`config.mk`:
```
export PLATFORM = sky130hd
export DESIGN_NAME = sim_run_controller_flat
export DESIGN_NICKNAME = d
export VERILOG_FILES = /design/src/rtl/sim_run_controller_if.sv /design/src/rtl/sim_run_controller.sv /design/src/flat_wrapper.sv
export SDC_FILE = /design/constraint.sdc
export NUM_CORES = 1
export LEC_CHECK = 0
export BUFFER_PORTS_ARGS = -buffer_cell sky130_fd_sc_hd__buf_2
export CAP_MARGIN = 30
export CELL_PAD_IN_SITES_DETAIL_PLACEMENT = 0
export CELL_PAD_IN_SITES_GLOBAL_PLACEMENT = 1
export CORE_ASPECT_RATIO = 0.6
export CORE_MARGIN = 5
export CORE_UTILIZATION = 46
export DETAILED_ROUTE_END_ITERATION = 7
export GPL_TIMING_DRIVEN = 0
export PLACE_DENSITY = 0.93
export SLEW_MARGIN = 5
export SYNTH_ARGS = -nofsm -noshare
export SYNTH_HDL_FRONTEND = slang
export SYNTH_SLANG_ARGS = --single-unit
```
`constraint.sdc`:
```
create_clock -name CLK -period 3.7 [get_ports CLK]
set_input_delay 0.185 -clock CLK [delete_from_list [all_inputs] [get_ports CLK]]
set_output_delay 0.185 -clock CLK [all_outputs]
set_load 0.02 [all_outputs]
```
`src/rtl/sim_run_controller_if.sv`:
```
// sim_run_controller_if
//   Groups the run-control handshake between the harness and the run
//   sequencer.
//   Signals:
//     stop_req          harness/DUT -> sequencer, request end of run
//     pause             harness -> sequencer, freeze the run counter
//     CLK_derivedClock  sequencer -> harness, divided clock
//     nRST_derivedReset sequencer -> harness, derived active-low reset
//     started           one-cycle pulse on entry to RUN
//     running           high while the run is in progress
//     done              sticky, run has ended
//     timed_out         sticky, run ended by timeout
//     cycle_count       run cycles counted so far
//   Modports: master (harness side), slave (sequencer side).
interface sim_run_controller_if #(
  parameter int CNT_WIDTH = 32
);
  logic                 stop_req;
  logic                 pause;
  logic                 CLK_derivedClock;
  logic                 nRST_derivedReset;
  logic                 started;
  logic                 running;
  logic                 done;
  logic                 timed_out;
  logic [CNT_WIDTH-1:0] cycle_count;

  modport master (
    output stop_req, pause,
    input  CLK_derivedClock, nRST_derivedReset, started, running,
           done, timed_out, cycle_count
  );

  modport slave (
    input  stop_req, pause,
    output CLK_derivedClock, nRST_derivedReset, started, running,
           done, timed_out, cycle_count
  );
endinterface

```
`src/rtl/sim_run_controller.sv`:
```
// sim_run_controller
//   Simulation run sequencer. After nRST release it holds the derived reset
//   low for RESET_HOLD cycles, waits START_DELAY cycles, pulses 'started',
//   then counts run cycles until stop_req or TIMEOUT_CYCLES, and latches the
//   outcome. A divided clock (CLK / (2*DIV_HALF)) runs in every non-reset
//   state.
//   Ports:
//     CLK   sole clock, rising edge
//     nRST  asynchronous active-low reset
//     bus   sim_run_controller_if.slave (stop_req/pause in, status out)
//   Optional feature: define SIM_RUN_CONTROLLER_FINISH_EN to print run
//   start/end messages and call $finish one cycle after the run ends.
//   Port behaviour is identical with or without the macro.
module sim_run_controller #(
  parameter int RESET_HOLD     = 10,
  parameter int START_DELAY    = 20,
  parameter int TIMEOUT_CYCLES = 1000000,
  parameter int CNT_WIDTH      = 32,
  parameter int DIV_HALF       = 1
) (
  input logic                 CLK,
  input logic                 nRST,
  sim_run_controller_if.slave bus
);

  localparam int PH_MAX = (RESET_HOLD > START_DELAY) ? RESET_HOLD : START_DELAY;
  localparam int PH_W   = $clog2(PH_MAX + 1);
  localparam int DIV_W  = (DIV_HALF > 1) ? $clog2(DIV_HALF) : 1;

  typedef enum logic [1:0] {S_HOLD, S_WAIT, S_RUN, S_DONE} state_t;

  state_t               state_q, state_d;
  logic [PH_W-1:0]      phase_q, phase_d;
  logic [CNT_WIDTH-1:0] cnt_q, cnt_d;
  logic                 done_q, done_d;
  logic                 tmo_q, tmo_d;
  logic                 started_q, started_d;
  logic                 running_q, running_d;
  logic                 drst_q, drst_d;
  logic [DIV_W-1:0]     div_q;
  logic                 dclk_q;

  // Next-state and next-output logic.
  // NOTE: every signal gets a default before the case so no path leaves one
  // unassigned; otherwise synthesis would infer a latch to hold its value.
  always_comb begin
    state_d   = state_q;
    phase_d   = phase_q;
    cnt_d     = cnt_q;
    done_d    = done_q;
    tmo_d     = tmo_q;
    started_d = 1'b0;
    running_d = running_q;
    drst_d    = drst_q;
    unique case (state_q)
      S_HOLD: begin
        phase_d = phase_q + 1'b1;
        if (phase_q == PH_W'(RESET_HOLD - 1)) begin
          state_d = S_WAIT;
          phase_d = '0;
          drst_d  = 1'b1;
        end
      end
      S_WAIT: begin
        phase_d = phase_q + 1'b1;
        if (phase_q == PH_W'(START_DELAY - 1)) begin
          state_d   = S_RUN;
          phase_d   = '0;
          started_d = 1'b1;
          running_d = 1'b1;
        end
      end
      S_RUN: begin
        // A stop request beats the timeout boundary in the same cycle.
        if (bus.stop_req) begin
          state_d   = S_DONE;
          done_d    = 1'b1;
          running_d = 1'b0;
        end else if (!bus.pause) begin
          cnt_d = cnt_q + 1'b1;
          if (cnt_q == CNT_WIDTH'(TIMEOUT_CYCLES - 1)) begin
            state_d   = S_DONE;
            done_d    = 1'b1;
            tmo_d     = 1'b1;
            running_d = 1'b0;
          end
        end
      end
      S_DONE: ;
      default: state_d = S_HOLD;
    endcase
  end

  // NOTE: sequential state uses non-blocking assignments so every register
  // samples pre-edge values regardless of statement order.
  always_ff @(posedge CLK or negedge nRST) begin
    if (!nRST) begin
      state_q   <= S_HOLD;
      phase_q   <= '0;
      cnt_q     <= '0;
      done_q    <= 1'b0;
      tmo_q     <= 1'b0;
      started_q <= 1'b0;
      running_q <= 1'b0;
      drst_q    <= 1'b0;
      div_q     <= '0;
      dclk_q    <= 1'b0;
    end else begin
      state_q   <= state_d;
      phase_q   <= phase_d;
      cnt_q     <= cnt_d;
      done_q    <= done_d;
      tmo_q     <= tmo_d;
      started_q <= started_d;
      running_q <= running_d;
      drst_q    <= drst_d;
      // Divided clock runs independently of the FSM; first rise lands
      // DIV_HALF edges after reset release.
      if (div_q == DIV_W'(DIV_HALF - 1)) begin
        div_q  <= '0;
        dclk_q <= ~dclk_q;
      end else begin
        div_q <= div_q + 1'b1;
      end
    end
  end

  assign bus.CLK_derivedClock  = dclk_q;
  assign bus.nRST_derivedReset = drst_q;
  assign bus.started           = started_q;
  assign bus.running           = running_q;
  assign bus.done              = done_q;
  assign bus.timed_out         = tmo_q;
  assign bus.cycle_count       = cnt_q;

`ifdef SIM_RUN_CONTROLLER_FINISH_EN
  // Simulation-only run reporting; $finish lands one cycle after DONE entry.
  logic finish_q;
  always_ff @(posedge CLK or negedge nRST) begin
    if (!nRST) begin
      finish_q <= 1'b0;
    end else begin
      if (state_q != S_RUN && state_d == S_RUN)
        $display("VCSTOP starting");
      if (state_q != S_DONE && state_d == S_DONE) begin
        if (tmo_d) $display("VCSTOP timeout");
        else       $display("VCSTOP end");
      end
      finish_q <= (state_q != S_DONE && state_d == S_DONE);
      if (finish_q) $finish;
    end
  end
`endif

endmodule

```
`src/flat_wrapper.sv`:
```
// flat-port wrapper written by rule: the top's interface ports become plain ports
module sim_run_controller_flat 
#(
  parameter int RESET_HOLD     = 10,
  parameter int START_DELAY    = 20,
  parameter int TIMEOUT_CYCLES = 1000000,
  parameter int CNT_WIDTH      = 32,
  parameter int DIV_HALF       = 1
)
  (CLK, nRST, bus_stop_req, bus_pause, bus_CLK_derivedClock, bus_nRST_derivedReset, bus_started, bus_running, bus_done, bus_timed_out, bus_cycle_count);
  sim_run_controller_if #(.CNT_WIDTH(CNT_WIDTH)) bus_i ();
  input logic CLK;
  input logic nRST;
  input wire logic [$bits(bus_i.stop_req)-1:0] bus_stop_req;
  input wire logic [$bits(bus_i.pause)-1:0] bus_pause;
  output wire logic [$bits(bus_i.CLK_derivedClock)-1:0] bus_CLK_derivedClock;
  output wire logic [$bits(bus_i.nRST_derivedReset)-1:0] bus_nRST_derivedReset;
  output wire logic [$bits(bus_i.started)-1:0] bus_started;
  output wire logic [$bits(bus_i.running)-1:0] bus_running;
  output wire logic [$bits(bus_i.done)-1:0] bus_done;
  output wire logic [$bits(bus_i.timed_out)-1:0] bus_timed_out;
  output wire logic [$bits(bus_i.cycle_count)-1:0] bus_cycle_count;
  assign bus_i.stop_req = bus_stop_req;
  assign bus_i.pause = bus_pause;
  assign bus_CLK_derivedClock = bus_i.CLK_derivedClock;
  assign bus_nRST_derivedReset = bus_i.nRST_derivedReset;
  assign bus_started = bus_i.started;
  assign bus_running = bus_i.running;
  assign bus_done = bus_i.done;
  assign bus_timed_out = bus_i.timed_out;
  assign bus_cycle_count = bus_i.cycle_count;
  sim_run_controller #(.RESET_HOLD(RESET_HOLD), .START_DELAY(START_DELAY), .TIMEOUT_CYCLES(TIMEOUT_CYCLES), .CNT_WIDTH(CNT_WIDTH), .DIV_HALF(DIV_HALF)) u_core (.CLK(CLK), .nRST(nRST), .bus(bus_i));
endmodule
```
==> results of run 1 <==
where the power goes:
part / internal (uW) / leakage, uW / switching [uW]
registers: 521 / 0.000594 / 36.2
logic: 71.3 / 0.000718 / 110
clock network: 220 / 0.0000574 / 177
through the flow:
| stage | area (um^2) | std cells | setup WS, ps |
|---|---|---|---|
| finish | 2780 | 337 | 1460 |
| CTS | 2780 | 337 | 1430 |
| detailed placement | 2650 | 328 | 1450 |
| global route | 2780 | 337 | 1310 |
| global placement | 2630 | 327 | 1530 |
| floorplan | 2340 | 220 | 1890 |
worst reg2reg max path: cells and delay by family, from the launching register on:
family        cells  cell delay (ps)
xor+xnor          1              170
flops             1              430
simple gates      3              720
fa+ha+maj         1              230
buf+inv           3              580
logic make-up (layout without fill, tap and decap cells):
kind of cell	after synthesis	after routing	share of synthesized area
muxes	2	2	0.00909
AOI/OAI and AO/OA	22	22	0.0695
buffers and inverters	17	68	0.0299
adders and majority gates	7	7	0.0374
and+or+nand+nor	96	96	0.257
xor gates and xnor gates	31	31	0.116
DFF	45	45	0.481
cell usage after synthesis (all sizes together) (2+ instances only):
cell	instances
and2	6
nand2b	2
and3	7
nand3	8
nand4	15
ha	7
nand2	14
nor2	7
xor2	12
o21ai	3
and4	5
nor4	10
inv	11
nor3	9
nand4bb	3
a21o	5
clkbuf	3
buf	3
nor4b	5
a221o	2
a21oi	3
dfrtp	45
o31ai	4
xnor2	19
flip-flops by register name, summed over array words and instances, names as in the netlist:
signal / cells
u_core.bus.nRST_derivedReset: 1
u_core.phase_q: 5
u_core.state_q: 2
u_core.bus.timed_out: 1
u_core.bus.running: 1
u_core.bus.CLK_derivedClock: 1
u_core.bus.cycle_count: 32
u_core.bus.started: 1
u_core.bus.done: 1
worst max-delay path by stage:
| stage | start | end | cells after the start |
|---|---|---|---|
| floorplan | u_core.state_q[0] | u_core.bus.cycle_count[12] | 8 |
| global placement | u_core.state_q[0] | u_core.bus.cycle_count[30] | 8 |
| detailed placement | u_core.state_q[0] | u_core.bus.cycle_count[30] | 8 |
| CTS | u_core.state_q[0] | u_core.bus.cycle_count[30] | 8 |
| global route | u_core.state_q[0] | u_core.bus.cycle_count[30] | 8 |
| finish | u_core.state_q[0] | u_core.bus.cycle_count[30] | 8 |
routing by layer:
layer / vias to the layer above / wire length [um]
li1: 899 / -
met1: 930 / 2930
met2: 43 / 2260
met3: 4 / 265
met4: 0 / 26
met5: - / 0
final cells by class:
cell class / count / area [um^2] / area share
clock buffers: 6 / 82.6 / 0.0297
repair buffers: 43 / 235 / 0.0847
flip-flops and latches: 45 / 1130 / 0.405
plain buffers: 6 / 28.8 / 0.0104
multi-input cells: 158 / 1140 / 0.412
inverters: 11 / 41.3 / 0.0149
well taps: 66 / 82.6 / 0.0297
clock inverters: 2 / 37.5 / 0.0135
==> out/results.ini, run 1 <==
[floorplanning]
dieArea_um2=6660
die_w_um=102
io-pin-count=42
coreArea_um2=5000
start_util=0.468
rows=20
dieHeight_um=65.2

[pwr]
power_uw=1140
ir_drop_v=0.000379
p_leak_uw=0.00137
p_per_area_nw_per_um2=409

[routing]
drc=0
vias_per_cell=5.57
wirelength_um=5480
vias=1876
routedWlPerCell_um=16.2
ant_nets=0
initialDrtViolationCount=105
drtPass1Iterations=4

[setup_path]
critPathRequiredTime_ps=3890
cp_max_fo=10
rr_endpoint=u_core.bus.cycle_count[30]
critPathBufInv=3
critPathArrivalTime_ps=2430
slowest_stage=dfrtp_1
criticalPathCategory=reg2reg
startpoint_type=flip-flop
r2r_setup_slack_ps=1460
path_delay_family=simple AND/OR/NAND/NOR gates
slowest_delay_ps=430
r2r_start=u_core.state_q[0]
ff2ff_path_depth=8
worstSetupEndpointType=flip-flop
crit_path_cell_trace=inv_1, ha_1, nor3b_1, buf_2, and4_1, buf_4, nand4_1, xnor2_1

[yosys]
ys_warn_count=0
avgSynthCellArea_um2=10.6
synth-seq-cells=45
yosysTopAreaCellShare=0.481
syn_nets=231
syn_area_um2=2340
synth_top_area_cell=dfrtp_1
synthCells=220
synth_top_cells_by_area=dfrtp_1 (48%), xnor2_1 (7.1%), xor2_1 (4.5%)
async_flop_share=1.00
ys_types=42
synth_flop_cell=dfrtp_1
synth-edff-count=0
yosysSeqAreaShare=0.481

[sta]
min_period_over_period=0.606
relSlewSlack=0.603
tightest_slew_ps=590
finalSetupViolCount=0
hold_viol=0
hold_ws_ps=232
period_minus_slack_ps=2240
drv_slew=0
skew_ps=10.5
setup_tns_ps=0
maxClockFrequency_mhz=446
rsz0062_at_grt=false

[global_route]
use_met3=0.0445
grt_pass1_vias=1726
grt_pass1_wl_um=8980
grt_overflow=0
grt.total_usage=0.174
antenna_found_initial=0
busiest_layer=met1
use_met1=0.278
grt_max_degree=40
grtUsageMet2=0.234

[clock_tree]
cts_hold_buf=1
cts_buffers=5
cts_buffer_depth=2
clk_pin_slew_ps=90
insertion_delay_ps=300
cts.sinks=45
cts_setup_buffers=0
cts_resized=0
cts_tree=yes
htreeDepth=2
root_buffer=clkbuf_8

[cells_and_area]
fin_util=0.555
area_delta_synth_final_pct=18.7
mostFrequentLayoutCell=dfrtp_1
fillers=454
mostFrequentLayoutCells=dfrtp_1 (45), buf_2 (43), xnor2_1 (19)
fin_nets=281
drive_gt1_frac=0.221
num_antenna_cells=0

[min_path]
worstHoldPathCells=3
hold_path.class=in2reg
min_to=u_core.bus.timed_out
min_from=bus_pause

[place]
hpwl_um=4060
io_buffer_count=41
place.gp.congestion=0.839

[job]
drv_cap=0

[status]
status=finished clean

Power figures use the tool's default switching activity.
==> inputs of run 2 (changes only) <==
--- a/config.mk
+++ b/config.mk
@@ -11,10 +11,10 @@
 export CELL_PAD_IN_SITES_GLOBAL_PLACEMENT = 1
 export CORE_ASPECT_RATIO = 0.6
 export CORE_MARGIN = 5
-export CORE_UTILIZATION = 46
+export CORE_UTILIZATION = 39
 export DETAILED_ROUTE_END_ITERATION = 7
 export GPL_TIMING_DRIVEN = 0
-export PLACE_DENSITY = 0.93
+export PLACE_DENSITY = 0.84
 export SLEW_MARGIN = 5
 export SYNTH_ARGS = -nofsm -noshare
 export SYNTH_HDL_FRONTEND = slang
==> constraint.sdc (replaced) <==
create_clock -name CLK -period 1.95 [get_ports CLK]
set_input_delay 0.0975 -clock CLK [delete_from_list [all_inputs] [get_ports CLK]]
set_output_delay 0.0975 -clock CLK [all_outputs]
set_load 0.02 [all_outputs]
==> run 2 against run 1 <==
Net effect: hold slack lost 55 ps; critical path type unchanged; highest routed layer unchanged; via count grew 0.16%; combinational power grew 120%; die area up 16%; non-clock buffer count rose by 5; clock-buffer cell count down 1; clock power up 74%; sequential power is 90% higher; sequential cell count unchanged; register-to-register slack got worse by 1400 ps; critical path depth shrank 4; largest power group unchanged.
==> out/results.ini, run 2 (synthesized netlist as in run 1, its figures left out) <==
[cells_and_area]
mostFrequentLayoutCell=dfrtp_1
num_antenna_cells=0  ; unchanged
area_delta_synth_final_pct=25.2
finalInstanceArea_um2=2930  ; +5.5%
fin_nets=286  ; +1.8%
largest_reg_flops=32  ; unchanged
mostFrequentLayoutCells=dfrtp_1 (45), buf_2 (41), xnor2_1 (19)
drive_gt1_frac=0.284  ; +0.0622

[global_route]
antenna_found_initial=0  ; unchanged
grt_overflow=0  ; unchanged
grt_pass1_vias=1776  ; +2.9%
grt.total_usage=0.150  ; -0.0246
grt_max_degree=34  ; -15%
grt_pass1_wl_um=9160  ; +2.1%

[pwr]
ir_drop_v=0.000506  ; +34%
power_uw=2150  ; +89%
pwr-share-clk=0.321  ; -0.029
p_per_area_nw_per_um2=732  ; +79%
p_switching_uw=609  ; +88%
p_leak_uw=0.00142  ; +4.1%
swShare=0.284  ; -0.000970
intPower_uw=1540  ; +89%
combPwrFrac=0.185  ; +0.026
seq_power_share=0.494  ; +0.003

[routing]
drtPass1Iterations=4  ; unchanged
routedWlPerCell_um=15.6  ; -4.2%
vias=1879  ; +0.16%
ant_nets=0  ; unchanged
vias_per_cell=5.29  ; -4.9%
wirelength_um=5530  ; +0.95%
drc=0  ; unchanged
initialDrtViolationCount=88  ; -16%

[place]
hpwl_um=4060  ; about the same
place.gp.congestion=0.804  ; -4.2%
io_buffer_count=41  ; unchanged
pre_cts_slack_ps=-254  ; -1710 ps
dpl_cell_area_um2=2670  ; +0.66%

[setup_path]
critPathRequiredTime_ps=2170  ; -1720 ps
worstSetupEndpointType=flip-flop
startpoint_type=flip-flop
path_delay_family=simple AND/OR/NAND/NOR gates
r2r_setup_slack_ps=70  ; -1380 ps
crit_path_cell_trace=and4_1, nand4_1, nor4b_2, xor2_1
slowest_delay_ps=480  ; +50 ps
critPathBufInv=0  ; -3
worstSetupStartpoint=u_core.bus.cycle_count[10]
r2r_start=u_core.bus.cycle_count[10]
cp_max_fo=6  ; -4
critPathArrivalTime_ps=2100  ; -330 ps
slowest_stage=dfrtp_1
criticalPathCategory=reg2reg
cp.depth=4  ; -4
ff2ff_path_depth=4  ; -4

[sta]
hold_viol=0  ; unchanged
setup_tns_ps=0  ; unchanged
drv_slew=0  ; unchanged
relSlewSlack=0.592  ; -0.0114
maxClockFrequency_mhz=533  ; +19%
tightest_slew_ps=612  ; +22.5 ps
period_minus_slack_ps=1880  ; -365 ps
skew_ps=5.93  ; -4.55 ps
rsz0062_at_grt=true
min_period_over_period=0.962  ; +0.356
fin_ws_ps=74.2  ; -1380 ps
finalSetupViolCount=0  ; unchanged

[clock_tree]
cts.sinks=45  ; unchanged
htreeDepth=2  ; unchanged
insertion_delay_ps=300  ; about the same
cts_buffer_depth=2  ; unchanged
cts_buffers=5  ; unchanged
root_buffer=clkbuf_8
cts_tree=yes
clk_pin_slew_ps=80  ; about the same

[min_path]
hold_path.class=in2reg
min_from=bus_stop_req
worstHoldPathCells=4  ; +1

[floorplanning]
start_util=0.410  ; -0.0571
io-pin-count=42  ; unchanged
coreArea_um2=5700  ; +14%
dieArea_um2=7700  ; +16%
dieHeight_um=70.0  ; +7.3%
die_w_um=110  ; +7.8%
rows=21  ; +5.0%

[status]
status=finished clean

[job]
drv_cap=0  ; unchanged

[run 2: metrics by stage]
step	instances	hold slack, ps	util
2_1_floorplan	220	-198	-
3_3_place_gp	341	335	0.464
3_5_place_dp	342	21.9	0.467
4_1_cts	350	173	0.499
5_1_grt	355	192	0.514
6_report	355	177	0.514
[run 2: worst min-delay path, stage by stage]
cell and delay, ps:
buf_2 120, inv_1 50, o31ai_1 100, a21boi_1 70
[run 2: what timing repair did]
| item | 4_1_cts | 5_1_grt |
|---|---|---|
| resized for setup | 14 | 9 |
| pin swaps | 0 | 1 |
| hold buffers | 1 | 0 |
| endpoints found under the setup margin | 22 | 25 |
| hold endpoints to repair | 12 | 0 |
| setup buffers | 0 | 5 |
[run 2: path summary, 6_finish.rpt]
kind                                               endpoint
worst max-delay path             u_core.bus.cycle_count[31]
worst min-delay path                     u_core.bus.running
worst max register to register   u_core.bus.cycle_count[31]
worst min register to register  u_core.bus.CLK_derivedClock
max in group asynchronous                   u_core.bus.done
min in group asynchronous         u_core.bus.cycle_count[3]
[run 2: final cells by class]
cell class	count	area, um^2
Inverter	11	41.3
Clock buffer	5	68.8
Sequential cell	45	1130
Fill cell	530	2770
Multi-Input combinational cell	158	1240
Clock inverter	2	35.0
Tap cell	80	100
Buffer	6	48.8
Timing Repair Buffer	48	273
[run 2: metal layers]
metal  vias up  wire (um)  global-route usage
met1       925       3020               0.245
met5         -          0                   0
li1        909          -                   -
met4         0         45              0.0332
met3         4        267              0.0350
met2        41       2200               0.193
[run 2: power by group through the flow]
stage                     registers [uW]  logic [uW]  clock network, uW
after floorplan                     1120         169                  0
after global placement              1070         331                  0
after detailed placement            1070         345                  0
after CTS                           1060         366                709
after global routing                1070         440                755
final                               1060         397                689
